`src/rtl/serial_pkg.sv`:
```
// Shared types and helpers for the serial receive path.
// Holds the FSM state set, payload width and half-bit helper.
package serial_pkg;
   localparam int DATA_BITS = 8;

   typedef enum logic [2:0] {
      IDLE  = 3'd0,
      START = 3'd1,
      DATA  = 3'd2,
      STOP  = 3'd3,
      BREAK = 3'd4
   } rx_state_t;

   function automatic int half_bit(input int cpb);
      return cpb / 2;
   endfunction
endpackage

```
`src/rtl/serial_rxd_if.sv`:
```
// Receiver-to-CPU bus: serial line in, byte plus ready/ack handshake out.
// The receiver uses the slave modport; the consumer side uses master.
interface serial_rxd_if;
   import serial_pkg::*;

   logic                 serialIn;
   logic                 rdAck;
   logic [DATA_BITS-1:0] out;
   logic                 RxRdy;
   logic                 frameErr;
   logic                 overrun;

   modport slave  (input  serialIn, rdAck, output out, RxRdy, frameErr, overrun);
   modport master (output serialIn, rdAck, input  out, RxRdy, frameErr, overrun);
endinterface

```
`src/rtl/serial_sync.sv`:
```
// Two-flop synchroniser for an asynchronous, idle-high input.
// Resets to 1 so a quiet line never looks like a start bit.
module serial_sync (
   input  logic clk,
   input  logic reset,
   input  logic d_i,
   output logic q_o
);
   logic [1:0] ff_q;

   always_ff @(posedge clk or posedge reset) begin
      if (reset) ff_q <= 2'b11;
      else       ff_q <= {ff_q[0], d_i};
   end

   assign q_o = ff_q[1];
endmodule

```
`src/rtl/serial_rxd.sv`:
```
// UART receiver, 8N1, LSB first, single mid-bit sample per bit.
// Delivers bytes over a ready/ack handshake with framing-error and overrun flags.
module serial_rxd
   import serial_pkg::*;
#(
   parameter int CLKS_PER_BIT = 4
) (
   input  logic         clk,
   input  logic         reset,
   serial_rxd_if.slave  bus
);
   localparam int HALF = half_bit(CLKS_PER_BIT);
   localparam int CW   = $clog2(CLKS_PER_BIT);
   localparam logic [CW-1:0] HALF_LAST = CW'(HALF - 1);
   localparam logic [CW-1:0] BIT_LAST  = CW'(CLKS_PER_BIT - 1);

   localparam logic [2:0] S_IDLE  = IDLE;
   localparam logic [2:0] S_START = START;
   localparam logic [2:0] S_DATA  = DATA;
   localparam logic [2:0] S_STOP  = STOP;
   localparam logic [2:0] S_BREAK = BREAK;

   logic                 rx_s;
   logic [2:0]           state_q, state_d;
   logic [CW-1:0]        cnt_q, cnt_d;
   logic [2:0]           bit_q, bit_d;
   logic [DATA_BITS-1:0] shift_q, shift_d;
   logic [DATA_BITS-1:0] out_q, out_d;
   logic                 rdy_q, rdy_d;
   logic                 ovr_q, ovr_d;
   logic                 ferr_q, ferr_d;
   logic                 good_stop;

   serial_sync u_sync (
      .clk   (clk),
      .reset (reset),
      .d_i   (bus.serialIn),
      .q_o   (rx_s)
   );

   always_comb begin
      state_d   = state_q;
      cnt_d     = cnt_q;
      bit_d     = bit_q;
      shift_d   = shift_q;
      ferr_d    = 1'b0;
      good_stop = 1'b0;
      case (state_q)
         S_IDLE: begin
            if (!rx_s) begin
               state_d = S_START;
               cnt_d   = '0;
            end
         end
         S_START: begin
            if (cnt_q == HALF_LAST) begin
               cnt_d = '0;
               if (!rx_s) begin
                  state_d = S_DATA;
                  bit_d   = '0;
               end else begin
                  state_d = S_IDLE;
               end
            end else begin
               cnt_d = cnt_q + 1'b1;
            end
         end
         S_DATA: begin
            if (cnt_q == BIT_LAST) begin
               cnt_d   = '0;
               shift_d = {rx_s, shift_q[DATA_BITS-1:1]};
               if (bit_q == 3'd7) begin
                  state_d = S_STOP;
                  bit_d   = '0;
               end else begin
                  bit_d = bit_q + 1'b1;
               end
            end else begin
               cnt_d = cnt_q + 1'b1;
            end
         end
         S_STOP: begin
            if (cnt_q == BIT_LAST) begin
               cnt_d = '0;
               if (rx_s) begin
                  good_stop = 1'b1;
                  state_d   = S_IDLE;
               end else begin
                  ferr_d  = 1'b1;
                  state_d = S_BREAK;
               end
            end else begin
               cnt_d = cnt_q + 1'b1;
            end
         end
         // A line held low after a bad stop must go high before a new start counts.
         S_BREAK: begin
            if (rx_s) state_d = S_IDLE;
         end
         default: state_d = S_IDLE;
      endcase
   end

   // A completing frame takes priority over a same-cycle acknowledge.
   always_comb begin
      out_d = out_q;
      rdy_d = rdy_q;
      ovr_d = ovr_q;
      if (good_stop) begin
         out_d = shift_q;
         rdy_d = 1'b1;
         ovr_d = rdy_q & ~bus.rdAck;
      end else if (bus.rdAck && rdy_q) begin
         rdy_d = 1'b0;
         ovr_d = 1'b0;
      end
   end

   always_ff @(posedge clk or posedge reset) begin
      if (reset) begin
         state_q <= S_IDLE;
         cnt_q   <= '0;
         bit_q   <= '0;
         shift_q <= '0;
         out_q   <= '0;
         rdy_q   <= 1'b0;
         ovr_q   <= 1'b0;
         ferr_q  <= 1'b0;
      end else begin
         state_q <= state_d;
         cnt_q   <= cnt_d;
         bit_q   <= bit_d;
         shift_q <= shift_d;
         out_q   <= out_d;
         rdy_q   <= rdy_d;
         ovr_q   <= ovr_d;
         ferr_q  <= ferr_d;
      end
   end

   assign bus.out      = out_q;
   assign bus.RxRdy    = rdy_q;
   assign bus.overrun  = ovr_q;
   assign bus.frameErr = ferr_q;
endmodule

```
`src/flat_wrapper.sv`:
```
// flat-port wrapper written by rule: the top's interface ports become plain ports
module serial_rxd_flat import serial_pkg::*;
#(
   parameter int CLKS_PER_BIT = 4
)
  (clk, reset, bus_serialIn, bus_rdAck, bus_out, bus_RxRdy, bus_frameErr, bus_overrun);
  serial_rxd_if bus_i ();
  input  logic clk;
  input  logic reset;
  input wire logic [$bits(bus_i.serialIn)-1:0] bus_serialIn;
  input wire logic [$bits(bus_i.rdAck)-1:0] bus_rdAck;
  output wire logic [$bits(bus_i.out)-1:0] bus_out;
  output wire logic [$bits(bus_i.RxRdy)-1:0] bus_RxRdy;
  output wire logic [$bits(bus_i.frameErr)-1:0] bus_frameErr;
  output wire logic [$bits(bus_i.overrun)-1:0] bus_overrun;
  assign bus_i.serialIn = bus_serialIn;
  assign bus_i.rdAck = bus_rdAck;
  assign bus_out = bus_i.out;
  assign bus_RxRdy = bus_i.RxRdy;
  assign bus_frameErr = bus_i.frameErr;
  assign bus_overrun = bus_i.overrun;
  serial_rxd #(.CLKS_PER_BIT(CLKS_PER_BIT)) u_core (.clk(clk), .reset(reset), .bus(bus_i));
endmodule
```
`config.mk`:
```
export PLATFORM = sky130hd
export DESIGN_NAME = serial_rxd_flat
export DESIGN_NICKNAME = d
export VERILOG_FILES = /design/src/rtl/serial_pkg.sv /design/src/rtl/serial_rxd_if.sv /design/src/rtl/serial_sync.sv /design/src/rtl/serial_rxd.sv /design/src/flat_wrapper.sv
export SDC_FILE = /design/constraint.sdc
export NUM_CORES = 1
export LEC_CHECK = 0
export ABC_AREA = 1
export BUFFER_PORTS_ARGS = -buffer_cell sky130_fd_sc_hd__buf_2
export CORE_ASPECT_RATIO = 1.2
export CORE_MARGIN = 4
export CORE_UTILIZATION = 61
export DETAILED_ROUTE_END_ITERATION = 16
export GPL_ROUTABILITY_DRIVEN = 0
export HOLD_SLACK_MARGIN = 0.02
export PLACE_DENSITY = 0.83
export SLEW_MARGIN = 5
export SYNTH_ARGS = -nofsm -noshare
export SYNTH_HDL_FRONTEND = slang
export SYNTH_SLANG_ARGS = --single-unit
```
`constraint.sdc`:
```
create_clock -name clk -period 2.07 [get_ports clk]
set_input_delay 0.5175 -clock clk [delete_from_list [all_inputs] [get_ports clk]]
set_output_delay 0.5175 -clock clk [all_outputs]
set_load 0.05 [all_outputs]
```
=== After elaboration in Yosys (flattened, before gate mapping) ===
Index checks and enable logic that the tools add are counted.

* Register bits after elaboration: 29
* Input port bits: 4

* $add $sub $neg: 2
* Equal/unequal tests: 14
* Mux-type cells: 27
* Bitwise logic cells: 2
* Reduce and logical (&&, ||, !) cells: 10

{| class="wikitable"
|+ Operators with widths
! operator !! count
|-
| $mux W3 || 11
|-
| $pmux W3 S5 || 1
|-
| $mux W1 || 9
|-
| $mux W2 || 4
|-
| $ne A2 B1 Y1 const B || 4
|-
| $eq A3 B2 Y1 const B || 2
|-
| $eq A3 B3 Y1 const B || 2
|-
| $ne A2 B2 Y1 const B || 3
|-
| $pmux W2 S3 || 1
|-
| $pmux W3 S2 || 1
|-
| $reduce_and A6 Y1 || 1
|-
| $reduce_and A2 Y1 || 2
|-
| $reduce_and A4 Y1 || 1
|-
| $reduce_bool A2 Y1 || 2
|-
| $add A3 B1 Y3 const B || 1
|-
| $eq A3 B1 Y1 const B || 1
|-
| $logic_not A3 Y1 || 1
|-
| $reduce_bool A3 Y1 || 1
|-
| $add A2 B1 Y2 const B || 1
|-
| $eq A2 B1 Y1 const B || 1
|-
| $eq A2 B2 Y1 const B || 1
|-
| $reduce_or A2 Y1 || 1
|-
| $and A1 B1 Y1 || 1
|-
| $logic_and A1 B1 Y1 || 1
|-
| $not A1 Y1 || 1
|}

=== Depth between registers and ports, before layout ===
Gate-level depths: netlist (run 1).

* Depth after elaboration: 4
* Gate-level depth with buffers: 9

=== By module ===
From an unflattened synthesis (run 1), not the netlist that was laid out.

* Cell total of the unflattened synthesis: 148
* Area total of the unflattened synthesis: 1383.8 um^2

{| class="wikitable"
|+ Modules (own cells, without submodules)
! module !! times used !! cells an instance !! area an instance (um^2) !! sequential area each (um^2)
|-
| serial_rxd || 1 || 145 || 1327.5 || 675.6
|-
| serial_sync || 1 || 3 || 56.3 || 52.6
|}

=== Least setup slack after synthesis (run 1) ===
Ideal clock, no wire load.

* Path type: register to register
* Start: reg u_core.bit_q[0]
* End: reg u_core.state_q[1]
* Setup time: 117 ps
* Data arrival time: 1140 ps
* Slack: 813 ps
* Cell stages (with the launch flop): 10
* Cells stage by stage: dfrtp_1 > ha_1 > ha_1 > inv_1 > nand3_1 > nand2_1 > nor2_1 > nand2_1 > nand2_1 > nand2_1

* Longest elaborated chain between the ends: 3

{| class="wikitable"
|+ RTL lines
! what !! line !! RTL
|-
| start, declared || serial_rxd.sv:26 || <nowiki>logic [2:0] bit_q, bit_d;</nowiki>
|-
| start signal, assigned || serial_rxd.sv:132 || <nowiki>bit_q <= bit_d;</nowiki>
|-
| $eq A3 B3 Y1 || serial_rxd.sv:72 || <nowiki>if (bit_q == 3'd7) begin</nowiki>
|-
| $ne A2 B1 Y1 (no source line) || -- ||
|-
| $reduce_and A6 Y1 (no source line) || -- ||
|-
| end signal, assigned || serial_rxd.sv:130 || <nowiki>state_q <= state_d;</nowiki>
|-
| end, declared || serial_rxd.sv:24 || <nowiki>logic [2:0] state_q, state_d;</nowiki>
|}

Every way passes these cells.
A chain may end at the register's enable or synchronous reset.

=== Worst setup path in the final report (run 1) ===
* Start: reg u_core.out_q[1] (netlist: u_core.bus.out[1])
* End: out bus_out[1]

{| class="wikitable"
|+ RTL lines
! what !! line !! RTL
|-
| start, declared || serial_rxd.sv:28 || <nowiki>logic [DATA_BITS-1:0] out_q, out_d;</nowiki>
|-
| start signal, assigned || serial_rxd.sv:134 || <nowiki>out_q <= out_d;</nowiki>
|-
| end, declared || flat_wrapper.sv:12 || <nowiki>output wire logic [$bits(bus_i.out)-1:0] bus_out;</nowiki>
|}

No word-level cell between the ends.

==> results of run 1 <==
-- state kept, by name, summed over array words and instances, names as in the netlist --
| signal | cells |
|---|---|
| u_core.bus.out | 8 |
| u_core.shift_q | 8 |
| u_core.bit_q | 3 |
| u_core.state_q | 3 |
| u_core.cnt_q | 2 |
| u_core.u_sync.ff_q | 2 |
| u_core.bus.RxRdy | 1 |
| u_core.bus.frameErr | 1 |
| u_core.bus.overrun | 1 |
-- cell usage after synthesis --
master / instances / share of area [%]
nand2_1: 44 / 12
dfrtp_1: 27 / 50
inv_1: 22 / 6.1
nand3_1: 10 / 3.7
o21ai_1: 8 / 2.9
o21ai_2: 8 / 5.2
nor2_1: 7 / 1.9
ha_1: 6 / 5.5
nand2_2: 3 / 1.4
o21ai_0: 3 / 1.1
dfstp_2: 2 / 3.9
inv_2: 2 / 0.55
nor2_2: 2 / 0.92
o211ai_1: 2 / 1.1
a21oi_1: 1 / 0.37
a21oi_2: 1 / 0.64
buf_2: 1 / 0.37
buf_6: 1 / 0.83
nand3_4: 1 / 1.3
nor3_1: 1 / 0.37
-- path summary, 6_finish.rpt --
check	start	to	slack [ps]	cells after the start
hold / removal	reset	u_core.state_q[1]	200	2
setup / recovery	u_core.bus.out[1]	bus_out[1]	580	1
max in group asynchronous	reset	u_core.shift_q[2]	1390	3
hold reg to reg	u_core.u_sync.ff_q[0]	u_core.u_sync.ff_q[1]	360	0
min in group clk	bus_serialIn	u_core.u_sync.ff_q[0]	300	1
setup reg to reg	u_core.bit_q[0]	u_core.state_q[1]	600	9
-- metal layers --
layer,global-route usage [%],vias up,wire [um]
li1,-,513,-
met1,22.2,472,1030
met2,33.9,22,1260
met3,7.48,3,91
met4,5.77,0,10
met5,0,-,0
-- metrics by stage --
step,hold slack (ps),instance area (um^2)
6_report,202,1520
3_3_place_gp,346,1470
3_5_place_dp,350,1470
4_1_cts,208,1520
5_1_grt,226,1520
2_1_floorplan,345,1360
-- layout by cell type (no fill, tap or decap) --
master	netlist	routed
a21oi_1	1	1
a21oi_2	1	1
buf_12	0	1
buf_2	1	14
clkbuf_1	0	1
clkbuf_4	0	5
clkinv_2	0	2
dfrtp_1	27	27
dfstp_2	2	2
ha_1	6	6
inv_1	22	22
inv_2	2	2
nand2_1	44	44
nand2_2	3	3
nand3_1	10	10
nand3_4	1	1
nor2_1	7	7
nor2_2	2	2
nor3_1	1	1
o211ai_1	2	2
o21ai_0	3	3
o21ai_1	8	8
o21ai_2	8	8
-- power groups by stage --
stage          combinational [mW]  sequential (mW)  clock (mW)
6_report                    0.488            0.724       0.320
5_1_grt                     0.566            0.739       0.368
4_1_cts                     0.488            0.724       0.330
3_5_place_dp                0.486            0.734           0
3_3_place_gp                0.459            0.725           0
2_1_floorplan               0.369            0.735           0
-- kinds of logic (layout without fill, tap and decap cells) --
group,after synthesis,after routing,share of synthesized area (%)
AND/OR/NAND/NOR,68,68,21.7
AO/OA/AOI/OAI,23,23,11.3
flip-flops,29,29,53.6
buffers and inverters,26,47,7.83
adder cells (fa/ha/maj),6,6,5.52
-- area by class of cell --
| type | count | area, um^2 |
|---|---|---|
| Sequential cell | 29 | 728 |
| Fill cell | 169 | 573 |
| Multi-Input combinational cell | 97 | 524 |
| Timing Repair Buffer | 15 | 90.1 |
| Inverter | 24 | 90.1 |
| Clock buffer | 6 | 41.3 |
| Tap cell | 30 | 37.5 |
| Clock inverter | 2 | 10.0 |
==> run_results.csv, run 1 <==
group,metric,value,unit
timing,layout_setup_ws,584,ps
worst_setup_path,path_cells,"buf_2",
power_and_ir_drop,p_leak,0.798,nW
final_layout,drive_gt1_share,23.7,%
detailed_routing,drtIter0Drc,31,
detailed_routing,drc,0,
worst_setup_path,critPathKind,"flop to primary output",
power_and_ir_drop,p_seq_share,47.3,%
worst_setup_path,crit_buf_inv,1,
clocking,cts_tree,"done",
timing,hold_viol,0,
clocking,hold_buffers,0,
clocking,clockBufferDepth,2,
run_status,outcome,"finished, final reports clean",
clocking,cts-root-buf,"clkbuf_4",
power_and_ir_drop,ir_worst_vdd,0.713,mV
clocking,path_clk_slew,100,ps
timing,finalClockSkew,16.2,ps
detailed_routing,via_count,1010,
clocking,cts_resized,0,
timing,period_needed,1490,ps
power_and_ir_drop,pwr-share-comb,31.9,%
final_layout,utilization,72.6,%
detailed_routing,routed_wl,2.39,mm
worst_setup_path,cp_top_family,"flip-flops",
timing,rsz0062_at_grt,"no",
synthesis,synth_fp_nets,162,
global_route,grt_pass1_wl,4.37,mm
synthesis,mappedNetlistArea,0.00136,mm^2
die,die_x,51.1,um
clocking,cts.sinks,29,
timing,fmax,673,MHz
synthesis,ys_types,20,
die,die_area,0.00305,mm^2
die,die_h,59.7,um
die,pin_count,15,
final_layout,finalNonFillerCells,203,
final_layout,diodes,0,
die,std_cell_rows,18,
worst_setup_path,startpoint_type,"flop",
placed_design,io_buffers,14,
timing,setup_viol,0,
global_route,overflow,0,
clocking,cts_setup_buffers,0,
global_route,antenna_found_initial,0,
timing,worst_pin_slew,511,ps
global_route,grt_pass1_vias,1050,
clocking,clk_latency,320,ps
worst_setup_path,endpoint_kind,"primary output",
die,start_util,64.9,%
clocking,cts_buffers,5,
synthesis,ys_warn_count,0,
synthesis,syn_inst,152,
placed_design,dp_cells,195,
die,fp.coreArea,0.00209,mm^2
power_and_ir_drop,total_power,1.53,mW
synthesis,synth.avg_cell_area,8.94,um^2
detailed_routing,vias_per_cell,4.98,
worst_setup_path,crit_arrival,970,ps
detailed_routing,routedWlPerCell,11.8,um
timing,slew_violations,0,
synthesis,ys_seq_area_share,53.6,%
worst_setup_path,cpPeakStageDelay,370,ps
power_and_ir_drop,internal-power,0.931,mW
detailed_routing,final_antenna_net_count,0,
global_route,grt_max_degree,20,
final_layout,nNetsFinal,182,
power_and_ir_drop,switchingPower,0.602,mW
hold_path,min-delay-path-class,"primary input to asynchronous set/reset pin",
worst_setup_path,crit_path_top_delay_cell,"dfrtp_1",
placed_design,detailed_place_hpwl,1.81,mm
worst_setup_path,crit_path_max_fanout,2,
placed_design,dp_slack,630,ps
power_and_ir_drop,p_per_area,1010,mW/mm^2
global_route,grtUsageTotal,19.5,%
synthesis,ys_seq_elements,29,
power_and_ir_drop,sw_frac_of_total,39.3,%
timing,slew_headroom,65.9,%
power_and_ir_drop,pwr-share-clk,20.9,%
final_layout,area_delta_synth_final,12.0,%
clocking,htree_levels,2,
worst_setup_path,cp.required,1550,ps
run,maxCapViolCount,0,
timing,tns,0,ps
timing,finalCritPeriodShare,71.8,%
detailed_routing,firstDrtPassIters,4,
(Power assumes the default switching activity.)
==> run 2, diff against run 1 <==
- ABC_AREA: 1 -> 0
- CORE_UTILIZATION: 61 -> 56
- PLACE_DENSITY: 0.83 -> 0.77
- clock period: 2.07 -> 1.5 ns (I/O delays scaled with it)
==> run 2 against run 1 <==
Compared with the run above:
- combinational power increased by 74%
- cell area rose by 4.1%
- clock power rose by 100%
- clock skew decreased by 8.1 ps
- sequential cell count is the same
- final cell count shrank 25%
- sequential power grew 55%
- non-clock buffer count grew 6
- total power is 71% higher
- worst setup slack worse by 550 ps
- critical endpoint is now u_core.shift_q[1]
==> run_results.csv, run 2 <==
group,metric,value,unit
worst_setup_path,reg2reg_slack,30,ps
clocking,cts-root-buf,"clkbuf_4",
worst_setup_path,critPathKind,"flop to flop",
global_route,grt_pass1_vias,860,
global_route,grtUsageTotal,17.8,%
synthesis,ys_seq_elements,29,
final_layout,regArea,728,um^2
worst_setup_path,startpoint,"u_core.cnt_q[1]",
synthesis,yosysTopAreaCellShare,51.9,%
timing,finalClockSkew,8.13,ps
synthesis,synth_fp_nets,107,
synthesis,synth.most_common_cell,"dfrtp_1",
final_layout,drive_gt1_share,48.0,%
power_and_ir_drop,p_per_area,1660,mW/mm^2
die,start_util,60.9,%
clocking,cts_tree,"done",
global_route,antenna_found_initial,0,
final_layout,nNetsFinal,132,
worst_setup_path,endpoint_kind,"flop",
worst_setup_path,r2r_start,"u_core.cnt_q[1]",
global_route,grt_max_degree,30,
synthesis,synth.avg_cell_area,13.4,um^2
worst_setup_path,r2r_end,"u_core.shift_q[1]",
synthesis,synth-edff-count,0,
die,std_cell_rows,18,
worst_setup_path,startpoint_type,"flop",
placed_design,io_buffers,14,
synthesis,ys_types,30,
final_layout,multiInputGateArea,576,um^2
synthesis,ys_warn_count,0,
timing,worst_pin_slew,357,ps
worst_setup_path,reg2reg_depth,5,
detailed_routing,drc,0,
timing,finalCritPeriodShare,97.8,%
detailed_routing,firstDrtPassIters,4,
detailed_routing,routed_wl,2.38,mm
timing,period_needed,1470,ps
timing,slew_headroom,76.2,%
placed_design,detailed_place_hpwl,1.56,mm
worst_setup_path,crit_arrival,1680,ps
final_layout,n_fill_cell,157,
timing,slew_violations,0,
synthesis,netlist_top_cells_area,"dfrtp_1 52%, mux2_2 15%, ha_1 5.8%",
synthesis,yosys.area.top_type,"dfrtp_1",
clocking,clockBufferDepth,2,
power_and_ir_drop,p_leak,0.796,nW
clocking,hold_buffers,0,
placed_design,dp_cells,143,
final_layout,area_delta_synth_final,21.6,%
die,die_h,60.8,um
placed_design,dp_slack,27.1,ps
die,pin_count,15,
worst_setup_path,crit_path_max_fanout,8,
die,fp.coreArea,0.00214,mm^2
final_layout,finalNonFillerCells,153,
synthesis,mappedNetlistArea,0.00130,mm^2
final_layout,diodes,0,
synthesis,synthFlopType,"dfrtp_1",
worst_setup_path,cp.required,1720,ps
detailed_routing,vias_per_cell,5.56,
synthesis,synth_commonest_cells,"27 x dfrtp_1, 17 x mux2_2, 6 x ha_1, 6 x inv_1, 6 x nor2_1",
power_and_ir_drop,total_power,2.62,mW
synthesis,syn_inst,97,
synthesis,ys_seq_area_share,55.9,%
timing,hold_viol,0,
clocking,htree_levels,2,
timing,tns,0,ps
global_route,grt_pass1_wl,3.83,mm
detailed_routing,routedWlPerCell,15.6,um
clocking,clk_latency,320,ps
detailed_routing,final_antenna_net_count,0,
detailed_routing,drtIter0Drc,8,
global_route,overflow,0,
timing,setup_viol,0,
timing,fmax,682,MHz
timing,layout_setup_ws,33.7,ps
clocking,path_clk_slew,90,ps
clocking,cts_buffers,5,
hold_path,min-delay-path-class,"primary input to asynchronous set/reset pin",
die,die_x,52.0,um
worst_setup_path,crit_path_end,"u_core.shift_q[1]",
run_status,outcome,"finished, final reports clean",
clocking,cts.sinks,29,
timing,rsz0062_at_grt,"yes",
die,die_area,0.00316,mm^2
final_layout,final_cell_mix,"27 x dfrtp_1, 14 x buf_2, 11 x mux2_2",
power_and_ir_drop,ir_worst_vdd,1.21,mV
final_layout,final_common_cell,"dfrtp_1",
detailed_routing,via_count,850,
run,maxCapViolCount,0,
synthesis,async_reset_ff_share,100,%
[run 2: worst max-delay path: stages (launching register included)]
cell and delay (ps):
dfrtp_1 410, ha_2 230, nand2_4 70, nor3_4 170, buf_12 160, mux2_2 330
[run 2: power breakdown]
group          switching (mW)  internal, mW  leakage, nW
clock                   0.256         0.398       0.0455
combinational           0.443         0.408        0.364
sequential              0.184         0.935        0.386
[run 2: worst min path at each step]
stage | from | end | cells after the start
floorplan | u_core.u_sync.ff_q[0] | u_core.u_sync.ff_q[1] | 0
global placement | u_core.u_sync.ff_q[0] | u_core.u_sync.ff_q[1] | 0
detailed placement | u_core.u_sync.ff_q[0] | u_core.u_sync.ff_q[1] | 0
CTS | reset | u_core.bus.out[0] | 3
global route | reset | u_core.bus.out[1] | 3
finish | reset | u_core.bus.out[2] | 3
[run 2: timing repair]
item	CTS	global route
buffers inserted	0	1
gates resized for setup	0	11
endpoints found under the setup margin	0	18
[run 2: cell families (layout without fill, tap and decap cells)]
| kind of cell | count (synthesis) | after routing | synth area share (%) |
|---|---|---|---|
| flip-flops | 29 | 29 | 55.9 |
| AND/OR/NAND/NOR | 21 | 22 | 11.6 |
| multiplexers | 18 | 18 | 16.4 |
| AO/OA/AOI/OAI | 13 | 13 | 6.63 |
| buffers and inverters | 10 | 35 | 3.65 |
| adder cells (fa/ha/maj) | 6 | 6 | 5.76 |
[run 2: layer usage]
metal	vias up	routed length, um	global-route usage (%)
met5	-	0	0
met4	0	82	12.0
met3	7	99	8.11
met2	20	1220	28.5
met1	425	984	18.7
li1	398	-	-
[run 2: layout make-up]
cell class / instances / share of cell area (%)
inverters: 6 / 1.42
clock inverters: 1 / 1.90
flip-flops and latches: 29 / 46.0
well taps: 30 / 2.37
clock buffers: 7 / 3.48
repair buffers: 21 / 8.53
multi-input cells: 59 / 36.3
[run 2: stage by stage]
| stage | cell area, um^2 | utilization, % | hold WS [ps] |
|---|---|---|---|
| 4_1_cts | 1530 | 71.4 | 101 |
| 3_3_place_gp | 1440 | 67.4 | 346 |
| 3_5_place_dp | 1440 | 67.4 | 349 |
| 5_1_grt | 1580 | 74.0 | 105 |
| 6_report | 1580 | 74.0 | 93.8 |
| 2_1_floorplan | 1300 | - | 345 |
==> run 3, diff against run 2 <==
==> constraint.sdc (replaced) <==
create_clock -name clk -period 1.5 [get_ports clk]
set_input_delay 0.225 -clock clk [delete_from_list [all_inputs] [get_ports clk]]
set_output_delay 0.225 -clock clk [all_outputs]
set_load 0.05 [all_outputs]
==> run 3 against run 2 <==
Compared with the run above:
- routed wire length up 0.80%
- sequential power about the same
- via count up 1.4%
- die area unchanged
- first-iteration DRC count unchanged
- final cell count up 1.3%
- sequential cell count unchanged
- non-clock buffer count up 2
- register-to-register slack about the same
- combinational power about the same
- critical endpoint unchanged
==> run_results.csv, run 3 (same netlist as run 2, synthesis figures left out) <==
group,metric,value,unit
timing,slew_headroom,76.2,%
timing,worst_pin_slew,357,ps
placed_design,dp_cells,143,
clocking,clockBufferDepth,2,
final_layout,final_area,0.00160,mm^2
final_layout,diodes,0,
placed_design,place_area,0.00144,mm^2
global_route,grtUsageTotal,18.2,%
final_layout,final_common_cell,"dfrtp_1",
timing,finalClockSkew,8.21,ps
worst_setup_path,startpoint_type,"flop",
die,pin_count,15,
detailed_routing,routedWlPerCell,15.5,um
final_layout,n_fill_cell,153,
detailed_routing,firstDrtPassIters,4,
die,die_x,52.0,um
final_layout,nNetsFinal,134,
timing,hold_viol,0,
global_route,overflow,0,
global_route,grt_pass1_vias,877,
detailed_routing,drtIter0Drc,8,
die,die_area,0.00316,mm^2
global_route,grt_pass1_wl,3.93,mm
clocking,clk_latency,320,ps
timing,setup_viol,0,
power_and_ir_drop,p_per_area,1640,mW/mm^2
detailed_routing,routed_wl,2.40,mm
clocking,cts-root-buf,"clkbuf_4",
timing,layout_setup_ws,34.4,ps
timing,period_needed,1470,ps
die,std_cell_rows,18,
detailed_routing,vias_per_cell,5.56,
final_layout,multiInputGateArea,576,um^2
clocking,cts_buffers,5,
hold_path,hold_start,"bus_rdAck",
timing,slew_violations,0,
clocking,htree_levels,2,
worst_setup_path,crit_arrival,1680,ps
die,die_h,60.8,um
detailed_routing,final_antenna_net_count,0,
final_layout,area_delta_synth_final,23.2,%
final_layout,final_cell_mix,"27 x dfrtp_1, 14 x buf_2, 11 x mux2_2",
worst_setup_path,endpoint_kind,"flop",
hold_path,min-delay-path-class,"primary input to flop",
worst_setup_path,reg2reg_slack,30,ps
worst_setup_path,crit_path_max_fanout,8,
global_route,antenna_found_initial,0,
final_layout,drive_gt1_share,47.2,%
timing,finalCritPeriodShare,97.7,%
timing,fmax,682,MHz
power_and_ir_drop,p_leak,0.804,nW
detailed_routing,drc,0,
final_layout,utilization,75.0,%
placed_design,io_buffers,14,
clocking,path_clk_slew,90,ps
worst_setup_path,cp.required,1720,ps
clocking,cts.sinks,29,
global_route,grt_max_degree,30,
run,maxCapViolCount,0,
run_status,outcome,"finished, final reports clean",
worst_setup_path,critPathKind,"flop to flop",
timing,tns,0,ps
power_and_ir_drop,ir_worst_vdd,1.21,mV
final_layout,finalNonFillerCells,155,
placed_design,dp_slack,27.1,ps
die,start_util,60.9,%
worst_setup_path,startpoint,"u_core.cnt_q[1]",
worst_setup_path,r2r_start,"u_core.cnt_q[1]",
detailed_routing,via_count,862,
final_layout,regArea,728,um^2
die,fp.coreArea,0.00214,mm^2
placed_design,detailed_place_hpwl,1.56,mm
clocking,cts_tree,"done",
timing,rsz0062_at_grt,"yes",
## run 3: what timing repair did
| action | 4_1_cts | 5_1_grt |
|---|---|---|
| resized for setup | 0 | 11 |
| hold buffers | 2 | 0 |
| setup endpoints to repair | 0 | 18 |
| endpoints found under the hold margin | 28 | 0 |
| buffers inserted | 0 | 1 |
## run 3: power breakdown
group / leakage (nW) / internal, mW / total, mW / switching [mW]
clock network: 0.0455 / 0.398 / 0.655 / 0.257
registers: 0.386 / 0.935 / 1.12 / 0.184
logic: 0.372 / 0.411 / 0.854 / 0.443
total: 0.804 / 1.74 / 2.63 / 0.884
## run 3: area by class of cell
class	instances	area share, %
flip-flops and latches	29	45.4
multi-input cells	59	35.9
repair buffers	23	9.67
clock buffers	7	3.43
well taps	30	2.34
clock inverters	1	1.87
inverters	6	1.40
## run 3: stage by stage
stage | total power [mW] | hold WS (ps)
finish | 2.63 | 105
global route | 2.78 | 89.5
CTS | 2.55 | 97.9
detailed placement | 1.88 | 308
global placement | 1.83 | 300
floorplan | 1.68 | 229
## run 3: layer usage
| metal | track usage [%] | up-vias | routed length (um) |
|---|---|---|---|
| met4 | 12.0 | 0 | 82 |
| li1 | - | 402 | - |
| met5 | 0 | - | 0 |
| met1 | 19.1 | 433 | 987 |
| met3 | 8.11 | 7 | 99 |
| met2 | 29.6 | 20 | 1230 |
## run 3: final timing paths
kind / to / cells past startpoint
max in group asynchronous: u_core.u_sync.ff_q[0] / 4
min in group asynchronous: u_core.bus.out[2] / 4
hold / removal: u_core.bus.RxRdy / 2
setup reg to reg: u_core.shift_q[1] / 5
setup / recovery: u_core.shift_q[1] / 5
hold reg to reg: u_core.u_sync.ff_q[1] / 0
## run 3: worst max-delay path, cell delays in order (launching register included)
cell	delay [ps]
dfrtp_1	410
ha_2	230
nand2_4	70
nor3_4	170
buf_12	160
mux2_2	330
